**config.mk**
```make
export PLATFORM = sky130hd
export DESIGN_NAME = core_result_collector_flat
export DESIGN_NICKNAME = d
export VERILOG_FILES = /design/src/rtl/core_wb_pkg.sv /design/src/rtl/core_result_collector_if.sv /design/src/rtl/core_result_collector_lane_slot.sv /design/src/rtl/core_result_collector.sv /design/src/flat_wrapper.sv
export SDC_FILE = /design/constraint.sdc
export NUM_CORES = 1
export LEC_CHECK = 0
export BUFFER_PORTS_ARGS = -buffer_cell sky130_fd_sc_hd__buf_2
export CORE_ASPECT_RATIO = 1.1
export CORE_MARGIN = 2
export CORE_UTILIZATION = 35
export CTS_CLUSTER_DIAMETER = 120
export CTS_CLUSTER_SIZE = 40
export DETAILED_ROUTE_END_ITERATION = 8
export GPL_TIMING_DRIVEN = 0
export PLACE_DENSITY_LB_ADDON = 0.08
export SETUP_SLACK_MARGIN = 0.5
export SYNTH_ARGS = -nofsm -noshare
export SYNTH_HDL_FRONTEND = slang
export SYNTH_SLANG_ARGS = --single-unit
```
**constraint.sdc**
```tcl
create_clock -name clk -period 1.92 [get_ports clk]
set_clock_uncertainty 0.15 [all_clocks]
set_input_delay 0.096 -clock clk [delete_from_list [all_inputs] [get_ports clk]]
set_output_delay 0.096 -clock clk [all_outputs]
set_load 0.01 [all_outputs]
```
**src/rtl/core_wb_pkg.sv**
```systemverilog
// Shared write-back definitions for the 4-core result collector: widths,
// FSM state encoding and the lane packing helper.
package core_wb_pkg;

  localparam int NUM_CORES = 4;
  localparam int LANE_W    = 16;
  localparam int WORD_W    = 64;
  localparam int ADDR_W    = 16;

  typedef enum logic [1:0] {
    IDLE    = 2'd0,
    COLLECT = 2'd1,
    WRITE   = 2'd2
  } wb_state_e;

  typedef logic [LANE_W-1:0]                  lane_t;
  typedef logic [NUM_CORES-1:0][LANE_W-1:0]   lane_vec_t;

  // Lane i lands in bits [i*LANE_W +: LANE_W]; empty lanes are written as zero.
  function automatic logic [WORD_W-1:0] pack_lanes(input lane_vec_t lanes,
                                                    input logic [NUM_CORES-1:0] full);
    logic [WORD_W-1:0] word;
    word = '0;
    for (int i = 0; i < NUM_CORES; i++) begin
      word[i*LANE_W +: LANE_W] = full[i] ? lanes[i] : '0;
    end
    return word;
  endfunction

endpackage

```
**src/rtl/core_result_collector_if.sv**
```systemverilog
// Result-lane handshake and memory write bus between the cores, the
// collector (slave) and the data memory controller write side.
interface core_result_collector_if;
  import core_wb_pkg::*;

  logic [NUM_CORES-1:0] RESVALID;
  logic [NUM_CORES-1:0] RESREADY;
  logic [LANE_W-1:0]    RES1;
  logic [LANE_W-1:0]    RES2;
  logic [LANE_W-1:0]    RES3;
  logic [LANE_W-1:0]    RES4;
  logic                 MEMWRITE;
  logic [ADDR_W-1:0]    WADDR;
  logic [WORD_W-1:0]    DATAIN;

  // Core / memory side of the bus.
  modport master (
    output RESVALID, RES1, RES2, RES3, RES4,
    input  RESREADY, MEMWRITE, WADDR, DATAIN
  );

  // Collector side of the bus.
  modport slave (
    input  RESVALID, RES1, RES2, RES3, RES4,
    output RESREADY, MEMWRITE, WADDR, DATAIN
  );

endinterface

```
**src/rtl/core_result_collector_lane_slot.sv**
```systemverilog
// lane_slot: one-deep holding register for a single core's result with a
// full flag, valid/ready handshake and a synchronous clear.
module lane_slot
  import core_wb_pkg::*;
(
  input  logic  clk,
  input  logic  rst_n,
  input  logic  enable,
  input  logic  clear,
  input  logic  valid,
  input  lane_t data,
  output logic  ready,
  output logic  full,
  output lane_t q
);

  assign ready = enable & ~full;

  // NOTE: sequential state uses non-blocking assignments so every register
  // samples pre-edge values regardless of process ordering.
  always_ff @(posedge clk or negedge rst_n) begin
    if (!rst_n) begin
      full <= 1'b0;
      // NOTE: the data register is reset too, so a reset mid-job can never
      // leak a stale result into a later packed word.
      q    <= '0;
    end else if (clear) begin
      full <= 1'b0;
      q    <= '0;
    end else if (valid && ready) begin
      full <= 1'b1;
      q    <= data;
    end
  end

endmodule

```
**src/rtl/core_result_collector.sv**
```systemverilog
// Write-back collector: gathers one result per core, packs them into a 64-bit
// word and writes it at an advancing address. Optional FLUSH via COLLECTOR_FLUSH_EN.
module core_result_collector
  import core_wb_pkg::*;
#(
  parameter logic [ADDR_W-1:0] BASE_ADDR = 16'd32,
  parameter int                NUM_WORDS = 4,
  parameter int                WR_CYCLES = 1
) (
  input  logic clk,
  input  logic rst_n,
  input  logic START,
`ifdef COLLECTOR_FLUSH_EN
  input  logic FLUSH,
`endif
  core_result_collector_if.slave bus,
  output logic BUSY,
  output logic DONE
);

  localparam int WR_CYC_W = 3;

  wb_state_e            state_q, state_d;
  logic [NUM_CORES-1:0] slot_full, slot_ready;
  lane_vec_t            slot_q, lane_in;
  logic [WR_CYC_W-1:0]  wr_cyc_q;
  logic [ADDR_W-1:0]    word_cnt_q;
  logic [ADDR_W-1:0]    waddr_q;
  logic [WORD_W-1:0]    datain_q;
  logic                 flush_go, all_full, collecting, wr_last, last_word, leave_write;

  assign lane_in  = {bus.RES4, bus.RES3, bus.RES2, bus.RES1};
  assign all_full = &slot_full;

`ifdef COLLECTOR_FLUSH_EN
  assign flush_go = (state_q == COLLECT) & FLUSH & (|slot_full);
`else
  assign flush_go = 1'b0;
`endif

  // Lanes close on the flush edge so a late arrival is not captured and then cleared unwritten.
  assign collecting  = (state_q == COLLECT) & ~flush_go;
  assign wr_last     = (wr_cyc_q == WR_CYC_W'(WR_CYCLES - 1));
  assign last_word   = ({1'b0, word_cnt_q} + 17'd1) == 17'(NUM_WORDS);
  assign leave_write = (state_q == WRITE) & wr_last;

  for (genvar gi = 0; gi < NUM_CORES; gi++) begin : g_lane
    lane_slot u_slot (
      .clk    (clk),
      .rst_n  (rst_n),
      .enable (collecting),
      .clear  (leave_write),
      .valid  (bus.RESVALID[gi]),
      .data   (lane_in[gi]),
      .ready  (slot_ready[gi]),
      .full   (slot_full[gi]),
      .q      (slot_q[gi])
    );
  end

  assign bus.RESREADY = slot_ready;
  assign bus.MEMWRITE = (state_q == WRITE);
  assign bus.WADDR    = waddr_q;
  assign bus.DATAIN   = datain_q;

  always_ff @(posedge clk or negedge rst_n) begin
    if (!rst_n) state_q <= IDLE;
    else        state_q <= state_d;
  end

  always_comb begin
    // NOTE: default first so every path assigns state_d and no latch is inferred.
    state_d = state_q;
    unique case (state_q)
      IDLE:    if (START) state_d = COLLECT;
      COLLECT: if (all_full || flush_go) state_d = WRITE;
      WRITE:   if (wr_last) state_d = last_word ? IDLE : COLLECT;
      default: state_d = IDLE;
    endcase
  end

  always_ff @(posedge clk or negedge rst_n) begin
    if (!rst_n) begin
      wr_cyc_q   <= '0;
      word_cnt_q <= '0;
      waddr_q    <= BASE_ADDR;
      datain_q   <= '0;
      BUSY       <= 1'b0;
      DONE       <= 1'b0;
    end else begin
      if (state_q == IDLE && START) begin
        DONE       <= 1'b0;
        BUSY       <= 1'b1;
        waddr_q    <= BASE_ADDR;
        word_cnt_q <= '0;
      end
      if (state_q == COLLECT && state_d == WRITE) begin
        datain_q <= pack_lanes(slot_q, slot_full);
        wr_cyc_q <= '0;
      end
      if (state_q == WRITE) begin
        if (wr_last) begin
          waddr_q    <= waddr_q + 16'd1;
          word_cnt_q <= word_cnt_q + 16'd1;
          if (last_word) begin
            DONE <= 1'b1;
            BUSY <= 1'b0;
          end
        end else begin
          wr_cyc_q <= wr_cyc_q + 3'd1;
        end
      end
    end
  end

endmodule

```
**src/flat_wrapper.sv**
```systemverilog
// flat-port wrapper written by rule: the top's interface ports become plain ports
module core_result_collector_flat import core_wb_pkg::*;
#(
  parameter logic [ADDR_W-1:0] BASE_ADDR = 16'd32,
  parameter int                NUM_WORDS = 4,
  parameter int                WR_CYCLES = 1
)
  (clk, rst_n, START, BUSY, DONE, bus_RESVALID, bus_RES1, bus_RES2, bus_RES3, bus_RES4, bus_RESREADY, bus_MEMWRITE, bus_WADDR, bus_DATAIN);
  core_result_collector_if bus_i ();
  input  logic clk;
  input  logic rst_n;
  input  logic START;
  output logic BUSY;
  output logic DONE;
  input wire logic [$bits(bus_i.RESVALID)-1:0] bus_RESVALID;
  input wire logic [$bits(bus_i.RES1)-1:0] bus_RES1;
  input wire logic [$bits(bus_i.RES2)-1:0] bus_RES2;
  input wire logic [$bits(bus_i.RES3)-1:0] bus_RES3;
  input wire logic [$bits(bus_i.RES4)-1:0] bus_RES4;
  output wire logic [$bits(bus_i.RESREADY)-1:0] bus_RESREADY;
  output wire logic [$bits(bus_i.MEMWRITE)-1:0] bus_MEMWRITE;
  output wire logic [$bits(bus_i.WADDR)-1:0] bus_WADDR;
  output wire logic [$bits(bus_i.DATAIN)-1:0] bus_DATAIN;
  assign bus_i.RESVALID = bus_RESVALID;
  assign bus_i.RES1 = bus_RES1;
  assign bus_i.RES2 = bus_RES2;
  assign bus_i.RES3 = bus_RES3;
  assign bus_i.RES4 = bus_RES4;
  assign bus_RESREADY = bus_i.RESREADY;
  assign bus_MEMWRITE = bus_i.MEMWRITE;
  assign bus_WADDR = bus_i.WADDR;
  assign bus_DATAIN = bus_i.DATAIN;
  core_result_collector #(.BASE_ADDR(BASE_ADDR), .NUM_WORDS(NUM_WORDS), .WR_CYCLES(WR_CYCLES)) u_core (.clk(clk), .rst_n(rst_n), .START(START), .bus(bus_i), .BUSY(BUSY), .DONE(DONE));
endmodule
```
==> reports/results.txt <==
status: finished, violations left
failing checks: negative setup slack
Total Wirelength: 23.3 mm
Detail Route Antenna Nets: 0
Synth Area per Inst: 9.05 sq um
post-synthesis cell count: 804
# port buffers: 157
register area share after synthesis: 58.8%
initial antenna violation count: 0
Crit. End Element: flop
worst-path maximum fanout: 3
Leak Pwr: 6.57 nW
Cell Area, Synth: 7280 sq um
Mapped Nets: 879
post-detail-place hpwl: 13.5 mm
startpoint types: flop
largest net degree at the start of global routing: 90
Overflow after GRT: 0
Max VDD drop: 0.803 mV
vias per std cell: 4.95
drt drc: 0
max_slew headroom: 55.5%
Final Hold Fails: 0
ANT cells: 0
total die area: 22000 sq um
H-tree lvl count: 4
post-synth top area share: 58.5%
Tot Pwr: 17.6 mW
final worst slack: -85.7 ps
EDFF count, synth: 0
clock slew at reported path FFs: 70 ps
Synth area leaders: dfrtp_1, nand2_1, o21ai_0, nand3_1, clkbuf_1
violation count after the first detailed-route iteration: 275
Slew Viols, Final: 0
setup TNS: -271 ps
Synth area leader: dfrtp_1
placed cell count: 1218
Tmin final: 2010 ps
Hold Crit Class: primary input to asynchronous set/reset pin
RSZ-0062 raised after global routing: yes
worst setup path category: flop to flop
via count: 6892
CP arrival: 2160 ps
final net count: 1199
die width: 141 um
Die Y-Extent: 155 um
TritonCTS clock tree: built
global-route wire length before repair: 37.3 mm
Final setup viols: 4
I/O pins: 158
max_cap viols: 0
core outline area: 20500 sq um
routed len/inst: 16.7 um
number of global-route vias before repair: 7113
Worst EP required: 2070 ps
fmax: 499 MHz
GPL Wtd Cong: 0.795
total power density per cell area: 1350 nW/um^2
clk sink count: 171
TritonCTS Buffers: 17
DR pass1 iterations: 4
worst slew pin tran: 662 ps
Initial Utilization: 35.5%
Area growth, synth to finish: 79.2%
total track usage: 21.5%
worst r2r path cells: 6
WHS: 18.9 ps
Clk Latency, worst-skew pair: 440 ps
post-synthesis cell type count: 43
Clock Path Buffers: 2
fin cells: 1393
asr flop ratio synth: 100%
share of layout cells above drive strength 1: 55.3%
Rows: 55
root buffer cell: clkbuf_16
register bit total from synthesis: 171
Final period util: 104%
ys flop type: dfrtp_1
pre-CTS setup slack: -434 ps
synth warn: 0
-- layout by cell type (no fill, tap or decap), drive strengths merged, types with 3 or more instances in the layout --
cell	count
nor3	5
xor2	3
ha	4
nand3	85
a31oi	5
nand4	9
o21ai	93
and2	6
and3	6
dlygate4sd3	69
buf	242
nand2	282
inv	11
dfrtp	170
clkinvlp	3
o31ai	8
mux2i	8
a21o	7
clkbuf	69
a21oi	4
nor2	21
-- logic make-up (layout without fill, tap and decap cells) --
kind of cell	count (synthesis)	after routing	share of synthesized area [%]
buffers and inverters	65	398	3.68
XOR/XNOR	5	5	0.602
AND/OR/NAND/NOR	426	426	25.2
AO/OA/AOI/OAI	125	125	9.85
multiplexers	8	8	1.10
adder cells (fa/ha/maj)	4	4	0.688
flip-flops	171	171	58.8
-- cells in the mapped netlist (all sizes together), types with 2 or more instances --
cell and n:
clkbuf 47, o211ai 2, buf 13, a31oi 5, inv 5, nor3 5
nand4 9, nor2 21, a22o 2, a21o 7, xnor2 2, or3 2
o21ai 93, nand3 85, and3 6, ha 4, dfrtp 170, o31ai 8
and2 6, mux2i 8, nand2b 2, a21oi 4, nand2 282, or2 2
xor2 3
-- per-layer routing --
layer	part of all wire, %	vias to the layer above	GRT usage, %
met4	2.0	0	7.52
met5	0	-	0
met1	45	3375	28.8
met3	3.8	38	4.25
met2	50	160	35.0
li1	-	3319	-
-- registers in the layout, summed over array words and instances, names as in the netlist --
signal and flops:
u_core.BUSY 1, u_core.DONE 1, u_core.bus.DATAIN 64, u_core.bus.WADDR 16, u_core.g_lane.u_slot.full 4, u_core.g_lane.u_slot.q 64
u_core.state_q 2, u_core.word_cnt_q 16, u_core.wr_cyc_q 3
-- metrics by stage --
step / area, sq um / utilization [%]
5_1_grt: 13000 / 63.6
2_1_floorplan: 7680 / -
3_5_place_dp: 8830 / 43.1
6_report: 13000 / 63.6
3_3_place_gp: 8790 / 42.9
4_1_cts: 12100 / 58.9
-- worst max-delay path, cell delays in order (launching register included) --
cell	delay [ps]
dfrtp_2	410
ha_4	170
nand2b_4	50
or3_1	300
or3_4	360
a2111oi_4	290
a31oi_1	140
-- report_power, final --
part           total [mW]  switching (mW)  leakage [nW]  internal (mW)
Clock                3.53            1.58         0.280           1.96
Sequential           5.81           0.986          2.23           4.82
Combinational        8.25            3.97          4.06           4.28
-- repair_timing --
action / 4_1_cts / 5_1_grt
endpoints found under the hold margin: 152 / 0
pin swaps: 126 / 47
setup buffers: 42 / 8
setup endpoints to repair: 177 / 203
hold buffers: 69 / 0
cloned: 23 / 1
gates resized for setup: 319 / 240
-- path summary, 6_finish.rpt --
path / to / startpoint / slack (ps)
worst max-delay path: u_core.state_q[0]$_DFF_PN0_ / u_core.word_cnt_q[0]$_DFF_PN0_ / -90
worst min-delay path: u_core.bus.DATAIN[19]$_DFFE_PN0P_ / rst_n / 20
worst max register to register: u_core.state_q[0]$_DFF_PN0_ / u_core.word_cnt_q[0]$_DFF_PN0_ / -90
worst min register to register: u_core.bus.WADDR[15]$_DFF_PN0_ / u_core.bus.WADDR[15]$_DFF_PN0_ / 320
max in group asynchronous: u_core.bus.DATAIN[53]$_DFFE_PN0P_ / rst_n / 770
min in group clk: u_core.g_lane[0].u_slot.q[10]$_DFFE_PN0P_ / bus_RESVALID[0] / 70
-- layout make-up --
cell class / instances / area (sq um)
buffer: 60 / 1020
sequential: 171 / 4290
inverter: 5 / 18.8
tap: 256 / 320
multi-input combinational: 568 / 4230
clock inverter: 13 / 156
clock buffer: 19 / 433
fill: 1652 / 7470
timing repair buffer: 301 / 2570
No activity file was read; power rests on OpenSTA's default activity.
